<file path="src/rtl/mul_add_fn_arbiter.sv">
// Two-requester round-robin front end for a shared fixed-latency MulAdd unit.
// Credits bound outstanding work so results always fit in the in-order result FIFO.
module mul_add_fn_arbiter #(
  parameter int LATENCY = 3,
  parameter int DEPTH   = 4
) (
  input  logic        clock,
  input  logic        reset,
  input  logic        io_req0_valid,
  output logic        io_req0_ready,
  input  logic [1:0]  io_req0_bits_op,
  input  logic [32:0] io_req0_bits_a,
  input  logic [32:0] io_req0_bits_b,
  input  logic [32:0] io_req0_bits_c,
  input  logic [2:0]  io_req0_bits_rm,
  input  logic        io_req1_valid,
  output logic        io_req1_ready,
  input  logic [1:0]  io_req1_bits_op,
  input  logic [32:0] io_req1_bits_a,
  input  logic [32:0] io_req1_bits_b,
  input  logic [32:0] io_req1_bits_c,
  input  logic [2:0]  io_req1_bits_rm,
  output logic        io_unit_valid,
  output logic [1:0]  io_unit_op,
  output logic [32:0] io_unit_a,
  output logic [32:0] io_unit_b,
  output logic [32:0] io_unit_c,
  output logic [2:0]  io_unit_rm,
  input  logic        io_unit_out_valid,
  input  logic [32:0] io_unit_out_data,
  input  logic [4:0]  io_unit_out_exc,
  output logic        io_resp_valid,
  input  logic        io_resp_ready,
  output logic        io_resp_bits_tag,
  output logic [32:0] io_resp_bits_data,
  output logic [4:0]  io_resp_bits_exc,
  output logic        io_busy,
  output logic        io_protocolErr
);

  localparam int AW = $clog2(DEPTH);
  localparam int CW = AW + 1;
  localparam int QW = $clog2(LATENCY + 1);

  logic [CW-1:0]      credit;
  logic [CW-1:0]      count;
  logic               ptr;
  logic               run;
  logic [QW-1:0]      quiet;
  logic [LATENCY-1:0] sr_valid;
  logic [LATENCY-1:0] sr_tag;
  logic [38:0]        mem [DEPTH];
  logic [AW-1:0]      wr_ptr;
  logic [AW-1:0]      rd_ptr;
  logic [38:0]        head;
  logic               deq;
  logic               enq;
  logic               can_issue;
  logic               grant0;
  logic               grant1;
  logic               issue;
  logic               err_missing;
  logic               err_extra;

  assign deq = io_resp_valid & io_resp_ready;
  assign enq = sr_valid[LATENCY-1];

  // A dequeue in the same cycle frees the slot, so a full pipe can still issue.
  assign can_issue = run & ((credit != '0) | deq);

  assign grant1 = io_req1_valid & (ptr | ~io_req0_valid);
  assign grant0 = io_req0_valid & ~grant1;

  assign io_req0_ready = can_issue & grant0;
  assign io_req1_ready = can_issue & grant1;
  assign issue         = io_req0_ready | io_req1_ready;
  assign io_unit_valid = issue;

  always_comb begin
    io_unit_op = '0;
    io_unit_a  = '0;
    io_unit_b  = '0;
    io_unit_c  = '0;
    io_unit_rm = '0;
    if (io_req0_ready) begin
      io_unit_op = io_req0_bits_op;
      io_unit_a  = io_req0_bits_a;
      io_unit_b  = io_req0_bits_b;
      io_unit_c  = io_req0_bits_c;
      io_unit_rm = io_req0_bits_rm;
    end else if (io_req1_ready) begin
      io_unit_op = io_req1_bits_op;
      io_unit_a  = io_req1_bits_a;
      io_unit_b  = io_req1_bits_b;
      io_unit_c  = io_req1_bits_c;
      io_unit_rm = io_req1_bits_rm;
    end
  end

  // Strobes from work issued before a reset may land during the quiet window.
  assign err_missing = enq & ~io_unit_out_valid;
  assign err_extra   = io_unit_out_valid & ~enq & (quiet == '0);

  assign head              = mem[rd_ptr];
  assign io_resp_valid     = count != '0;
  assign io_resp_bits_tag  = head[38];
  assign io_resp_bits_data = head[37:5];
  assign io_resp_bits_exc  = head[4:0];
  assign io_busy           = credit != CW'(DEPTH);

  always_ff @(posedge clock or negedge reset) begin
    if (!reset) begin
      credit         <= CW'(DEPTH);
      count          <= '0;
      ptr            <= 1'b0;
      run            <= 1'b0;
      quiet          <= QW'(LATENCY);
      sr_valid       <= '0;
      sr_tag         <= '0;
      wr_ptr         <= '0;
      rd_ptr         <= '0;
      io_protocolErr <= 1'b0;
    end else begin
      run <= 1'b1;
      if (quiet != '0) quiet <= quiet - 1'b1;

      if (issue && !deq)      credit <= credit - 1'b1;
      else if (!issue && deq) credit <= credit + 1'b1;

      if (issue) ptr <= io_req0_ready;

      for (int i = LATENCY - 1; i > 0; i--) begin
        sr_valid[i] <= sr_valid[i-1];
        sr_tag[i]   <= sr_tag[i-1];
      end
      sr_valid[0] <= issue;
      sr_tag[0]   <= io_req1_ready;

      if (enq) wr_ptr <= wr_ptr + 1'b1;
      if (deq) rd_ptr <= rd_ptr + 1'b1;
      if (enq && !deq)      count <= count + 1'b1;
      else if (!enq && deq) count <= count - 1'b1;

      if (err_missing || err_extra) io_protocolErr <= 1'b1;
    end
  end

  always_ff @(posedge clock) begin
    if (enq) mem[wr_ptr] <= {sr_tag[LATENCY-1], io_unit_out_data, io_unit_out_exc};
  end

endmodule

</file>
<file path="config.mk">
export PLATFORM = sky130hd
export DESIGN_NAME = mul_add_fn_arbiter
export DESIGN_NICKNAME = d
export VERILOG_FILES = /design/src/rtl/mul_add_fn_arbiter.sv
export SDC_FILE = /design/constraint.sdc
export NUM_CORES = 1
export LEC_CHECK = 0
export BUFFER_PORTS_ARGS = -buffer_cell sky130_fd_sc_hd__buf_4
export CORE_AREA = 2 2 155 157
export CTS_CLUSTER_SIZE = 24
export DETAILED_ROUTE_END_ITERATION = 6
export DIE_AREA = 0 0 157 159
export PLACE_DENSITY = 0.71
export SETUP_SLACK_MARGIN = 0.02
export SYNTH_ARGS = -nofsm -noshare
export SYNTH_HDL_FRONTEND = slang
export SYNTH_SLANG_ARGS = --single-unit
</file>
<file path="constraint.sdc">
create_clock -name clock -period 2 [get_ports clock]
set_input_delay 0.4 -clock clock [delete_from_list [all_inputs] [get_ports clock]]
set_output_delay 0.4 -clock clock [all_outputs]
set_load 0.05 [all_outputs]
</file>
# --- Word level (Yosys, flattened, before mapping) ---
# Memory sizes are Yosys's and may differ from the RTL's.
# Index checks and enable logic that the tools add are counted.
# W data, S select, Z words.
word_totals:
  mem_bits_ro: 0
  mem_bits_rw: 156
  memories: 1
  elab_cells: 65
  latchBits: 0
  inputBits: 252
  output_inout_bits: 149
  register_bits: 21
mem_list:
  columns: ["name", "words", "width", "read_ports", "rd_clocked_by_memory_dff", "wr", "line_no", "rtl"]
  rows:
  - ["mem", 4, 39, 1, 0, 1, "52", "logic [38:0] mem [DEPTH];"]
classes:
  addsub: 7
  div: 0
  reduce_logical: 14
  shifts: 0
  n_mul: 0
  mux: 16
  order_cmp: 0
  n_eq_ne: 1
  bitwise: 16
op_table:
  columns: ["cell", "n"]
  rows:
  - ["$mux W33", 6]
  - ["$mux W3", 6]
  - ["$and A1 B1 Y1", 9]
  - ["$add A3 B1 Y3 const B", 2]
  - ["$reduce_bool A2 Y1", 3]
  - ["$reduce_bool A3 Y1", 2]
  - ["$sub A3 B1 Y3 const B", 2]
  - ["$add A2 B1 Y2 const B", 2]
  - ["$logic_and A1 B1 Y1", 4]
  - ["$mux W2", 2]
  - ["$not A1 Y1", 4]
  - ["$logic_not A1 Y1", 3]
  - ["$ne A3 B3 Y1 const B", 1]
  - ["$or A1 B1 Y1", 3]
  - ["$logic_not A2 Y1", 1]
  - ["$mux W1", 2]
  - ["$sub A2 B1 Y2 const B", 1]
  - ["$logic_or A1 B1 Y1", 1]

# --- Longest topological paths before layout ---
logic_depth:
  ltp_word: 11
  ltp_mapped: 11
  mapped_depth_nobuf: 9

# --- Least setup slack after synthesis ---
# No wires, ideal clock.
synth_timing:
  path_kind: "input-to-reg"
  from: "in io_req0_valid"
  to: "reg credit[2]"
  cell_stages: 11
  t_arrival_ps: 2915
  setup_time_ps: 75
  n_path_buf: 3
  slack_ps: -989
  required_time_ps: 1925
  cell_sequence: "buf_2 buf_2 buf_1 nor2_1 nor2_1 ha_1 inv_1 fa_1 xor2_1 nor2_1 xor2_1"
synth_between:
  elab_chain_len: 10
  word_cells_on_any_way: 13
  classes_between: "1 x mux; 8 x bitwise; 4 x reduce/logical"
synth_rtl:
  columns: ["element", "line_no", "rtl"]
  rows:
  - ["from (decl)", "9", "input logic io_req0_valid,"]
  - ["$not A1 Y1", "71", "assign grant1 = io_req1_valid & (ptr | ~io_req0_valid);"]
  - ["$or A1 B1 Y1", "71", null]
  - ["$and A1 B1 Y1", "71", null]
  - ["$not A1 Y1", "72", "assign grant0 = io_req0_valid & ~grant1;"]
  - ["$and A1 B1 Y1", "72", null]
  - ["$and A1 B1 Y1", "74", "assign io_req0_ready = can_issue & grant0;"]
  - ["$or A1 B1 Y1 *", "76", "assign issue = io_req0_ready | io_req1_ready;"]
  - ["net io_unit_valid", "23", "output logic io_unit_valid,"]
  - ["$logic_not A1 Y1", "128", "else if (!issue && deq) credit <= credit + 1'b1;"]
  - ["$logic_and A1 B1 Y1", "128", null]
  - ["$reduce_bool A2 Y1 (no line)", null, null]
  - ["to (signal assigned)", "113", "credit <= CW'(DEPTH);"]
  - ["to (signal assigned)", "127", "if (issue && !deq) credit <= credit - 1'b1;"]
  - ["to (signal assigned)", "128", null]
  - ["to (decl)", "45", "logic [CW-1:0] credit;"]
# The timed path passes the listed nets; every way through them passes the cells marked *.
# A chain may end at the register's enable or synchronous reset.

# --- Final worst setup path ---
layout_timing:
  from: "reg credit[2]"
  to: "out io_unit_b[0]"
layout_between:
  elab_chain_len: 6
  word_cells_on_any_way: 7
  classes_between: "2 x mux; 4 x bitwise; 1 x reduce/logical"
layout_rtl:
  columns: ["element", "line_no", "rtl"]
  rows:
  - ["$reduce_bool A3 Y1 *", "69", "assign can_issue = run & ((credit != '0) | deq);"]
  - ["$or A1 B1 Y1 *", "69", null]
  - ["$and A1 B1 Y1 *", "69", null]
  - ["$and A1 B1 Y1", "75", "assign io_req1_ready = can_issue & grant1;"]
  - ["$mux W33", "91", "end else if (io_req1_ready) begin"]
  - ["$mux W33 *", "85", "if (io_req0_ready) begin"]
  - ["to (decl)", "26", "output logic [32:0] io_unit_b,"]
# Mark *: on every way between the ends. The rest lies on a longest branch, timed or not.

==> results.py <==
metrics = {
    "cells_and_area": {
        "drive_gt1_frac": 0.6208,
        "fill_cells": 1619,
        "multi_input_area_sq_um": 4327,
        "area.sequential_sq_um": 5216,
        "fin_nets": 1368,
        "layout_commonest_cell": "buf_4",
        "final_cell_mix": "buf_4 (308), edfxtp_1 (156), buf_6 (118)",
        "area_growth_pct": 78.70,
    },
    "global_route": {
        "track_usage": 0.2575,
        "grt_pass1_vias": 7974,
        "use_met1": 0.3219,
        "grt_max_degree": 53,
        "grt_util_met3": 0.08193,
        "overflow": 0,
        "grt_pass1_wl_microns": 47890,
        "top_usage_layer": "met2",
        "antenna_found_initial": 5,
        "grt_util_met2": 0.4113,
    },
    "run": {
        "maxCapViolations": 0,
    },
    "floorplan": {
        "dieWidth_microns": 157,
        "die_y_microns": 159,
        "initial_core_util": 0.3752,
        "core_area_sq_um": 23190,
        "rows": 56,
        "io-pin-count": 401,
        "die-area_sq_um": 24960,
    },
    "drt": {
        "finalWirelength_microns": 33200,
        "drt_iter0_drc": 570,
        "drt-pass1-iter-count": 5,
        "drc_errors": 0,
        "wl_per_cell_microns": 23.09,
        "via_per_inst": 5.450,
        "vias": 7837,
        "ant_nets": 0,
    },
    "logic_synthesis": {
        "synth_top_area_cell": "edfxtp_1",
        "synth.distinct_cells": 33,
        "synth_top_area_share": 0.5384,
        "ys_ff_latch": 177,
        "synth_cells": 668,
        "synthXorXnorAreaFrac": 0.01007,
        "synth_compound_area_frac": 0.1563,
        "synthTopCellsByArea": "edfxtp_1 (54%), mux4_2 (10%), o211ai_1 (9.0%)",
        "synthSimpleGateAreaFrac": 0.07046,
        "ys_seq_area_frac": 0.5992,
        "synth_fa_ha_area_frac": 0.01467,
        "synth_top_family_by_area": "compound AO/OA/AOI/OAI gates",
        "synth_warnings": 0,
        "synthesis.nets": 929,
        "synth.area.mux_share": 0.1034,
        "synth_area_per_cell_sq_um": 13.03,
        "syn-cell-area_sq_um": 8701,
    },
    "worst_setup_path": {
        "required_ns": 1.60,
        "critical_path_arrival_ns": 2.05,
        "critPathLaunchType": "flop",
        "endpoint_kind": "primary output",
        "critPathKind": "reg -> out",
        "crit_fanout": 7,
    },
    "clock_tree": {
        "clock_path_buffers": 2,
        "path_clk_slew_ns": 0.07,
        "cts_tree": "built",
        "clk_latency_ns": 0.42,
        "cts_root_buf": "clkbuf_16",
        "cts.sinks": 177,
        "numCtsBuffers": 17,
        "cts.htree.levels": 4,
    },
    "pwr": {
        "cellLeakagePower_nw": 5.748,
        "finalPower_w": 0.01907,
        "p_per_area_nw_per_um2": 1227,
        "ir_worst_vdd_uv": 716.7,
    },
    "outcome": {
        "violations": "setup timing",
        "status": "complete, but fails checks",
    },
    "timing": {
        "setup_ws_ns": -0.4463,
        "finalSetupViolCount": 148,
        "fmax_mhz": 408.8,
        "post-route-period-util": 1.223,
        "finalSetupTns_ns": -52.67,
        "slew_violations": 0,
        "hold_viol": 0,
        "rsz0062_at_grt": "true",
        "skew_ns": 0.006313,
        "fin_crit_ns": 2.446,
    },
    "hold_path": {
        "hp-class": "in -> reg",
    },
    "placed_design": {
        "dp_hpwl_microns": 23860,
        "gp_congestion": 0.9765,
        "portBuffers": 400,
    },
}
==> worst max-delay path, cell delays in order (launching register included) <==
cell and delay (ns):
dfstp_2 0.37, or3_4 0.39, o21ai_4 0.16, buf_12 0.15, buf_12 0.16, clkbuf_16 0.18, a21oi_4 0.04, buf_6 0.17
==> registers in the layout, indices dropped and copies added (netlist names) <==
name and cells:
rd_ptr 2, ptr 1, run 1, io_protocolErr 1
sr_tag 3, mem 156, quiet 2, credit 3
sr_valid 3, wr_ptr 2, count 3
==> power breakdown <==
group / switching [W] / leakage (nW) / total, W / internal, W
registers: 0.000240 / 1.67 / 0.00494 / 0.00470
clock network: 0.00134 / 0.254 / 0.00304 / 0.00171
logic: 0.00639 / 3.82 / 0.0111 / 0.00469
==> area by class of cell <==
type | count | area share
diodes | 1 | 0.0001609
clock buffers | 18 | 0.02760
clock inverters | 12 | 0.007242
inverters | 12 | 0.003219
multi-input cells | 400 | 0.2783
flip-flops and latches | 177 | 0.3355
well taps | 319 | 0.02567
repair buffers | 499 | 0.3224
==> path summary, 6_finish.rpt <==
kind,from,to,slack [ns],cells after the start
worst max-delay path,credit[2],io_unit_b[0],-0.45,7
worst min-delay path,io_unit_out_data[24],mem[0][29],0.18,1
worst max register to register,credit[2],credit[2],-0.19,12
worst min register to register,sr_valid[1],sr_valid[2],0.35,0
max in group asynchronous,reset,credit[2],1.31,2
min in group asynchronous,reset,io_protocolErr,0.41,2
==> cell usage after synthesis, drive strengths merged <==
library cell	instances
a21oi	106
and2	4
buf	39
clkbuf	40
clkinv	1
conb	1
dfrtp	18
dfstp	3
edfxtp	156
fa	2
ha	7
inv	11
mux2	1
mux2i	1
mux4	39
nand2	4
nand2b	1
nand3	105
nor2	4
nor2b	1
nor3b	1
o211a	1
o211ai	104
o21ai	4
o22ai	1
o31a	1
or3	2
xnor2	4
xor2	6
==> kinds of logic after synthesis <==
kind of cell	Yosys count
compound gates	217
other cells	1
mux	41
simple gates	122
flops	177
buf+inv	91
xor+xnor	10
fa+ha+maj	9
==> metal layers <==
layer / vias to the layer above / wire [microns]
met4: 8 / 1409
met5: - / 54
met2: 408 / 16080
met1: 3813 / 12590
li1: 3536 / -
met3: 72 / 3062
==> metrics by stage <==
step	instance area, sq um	util	hold slack [ns]	instances	setup WS (ns)
final	15550	0.6704	0.1757	1438	-0.4463
after global routing	15550	0.6703	0.1528	1437	-0.5196
after CTS	15130	0.6522	0.1585	1433	-0.5499
after detailed placement	13800	0.5951	0.3054	1381	-0.08162
after global placement	13800	0.5951	0.3000	1381	-0.07025
after floorplan	9851	-	0.1044	668	-0.2692
==> timing repair <==
action                                  4_1_cts  5_1_grt
hold endpoints to repair                     18        0
hold buffers                                  1        0
gates cloned                                  7        5
endpoints found under the setup margin      149      151
pin swaps                                     7        9
buffers inserted                             14       10
gates resized for setup                     126       95
No activity file was read; power rests on OpenSTA's default activity.
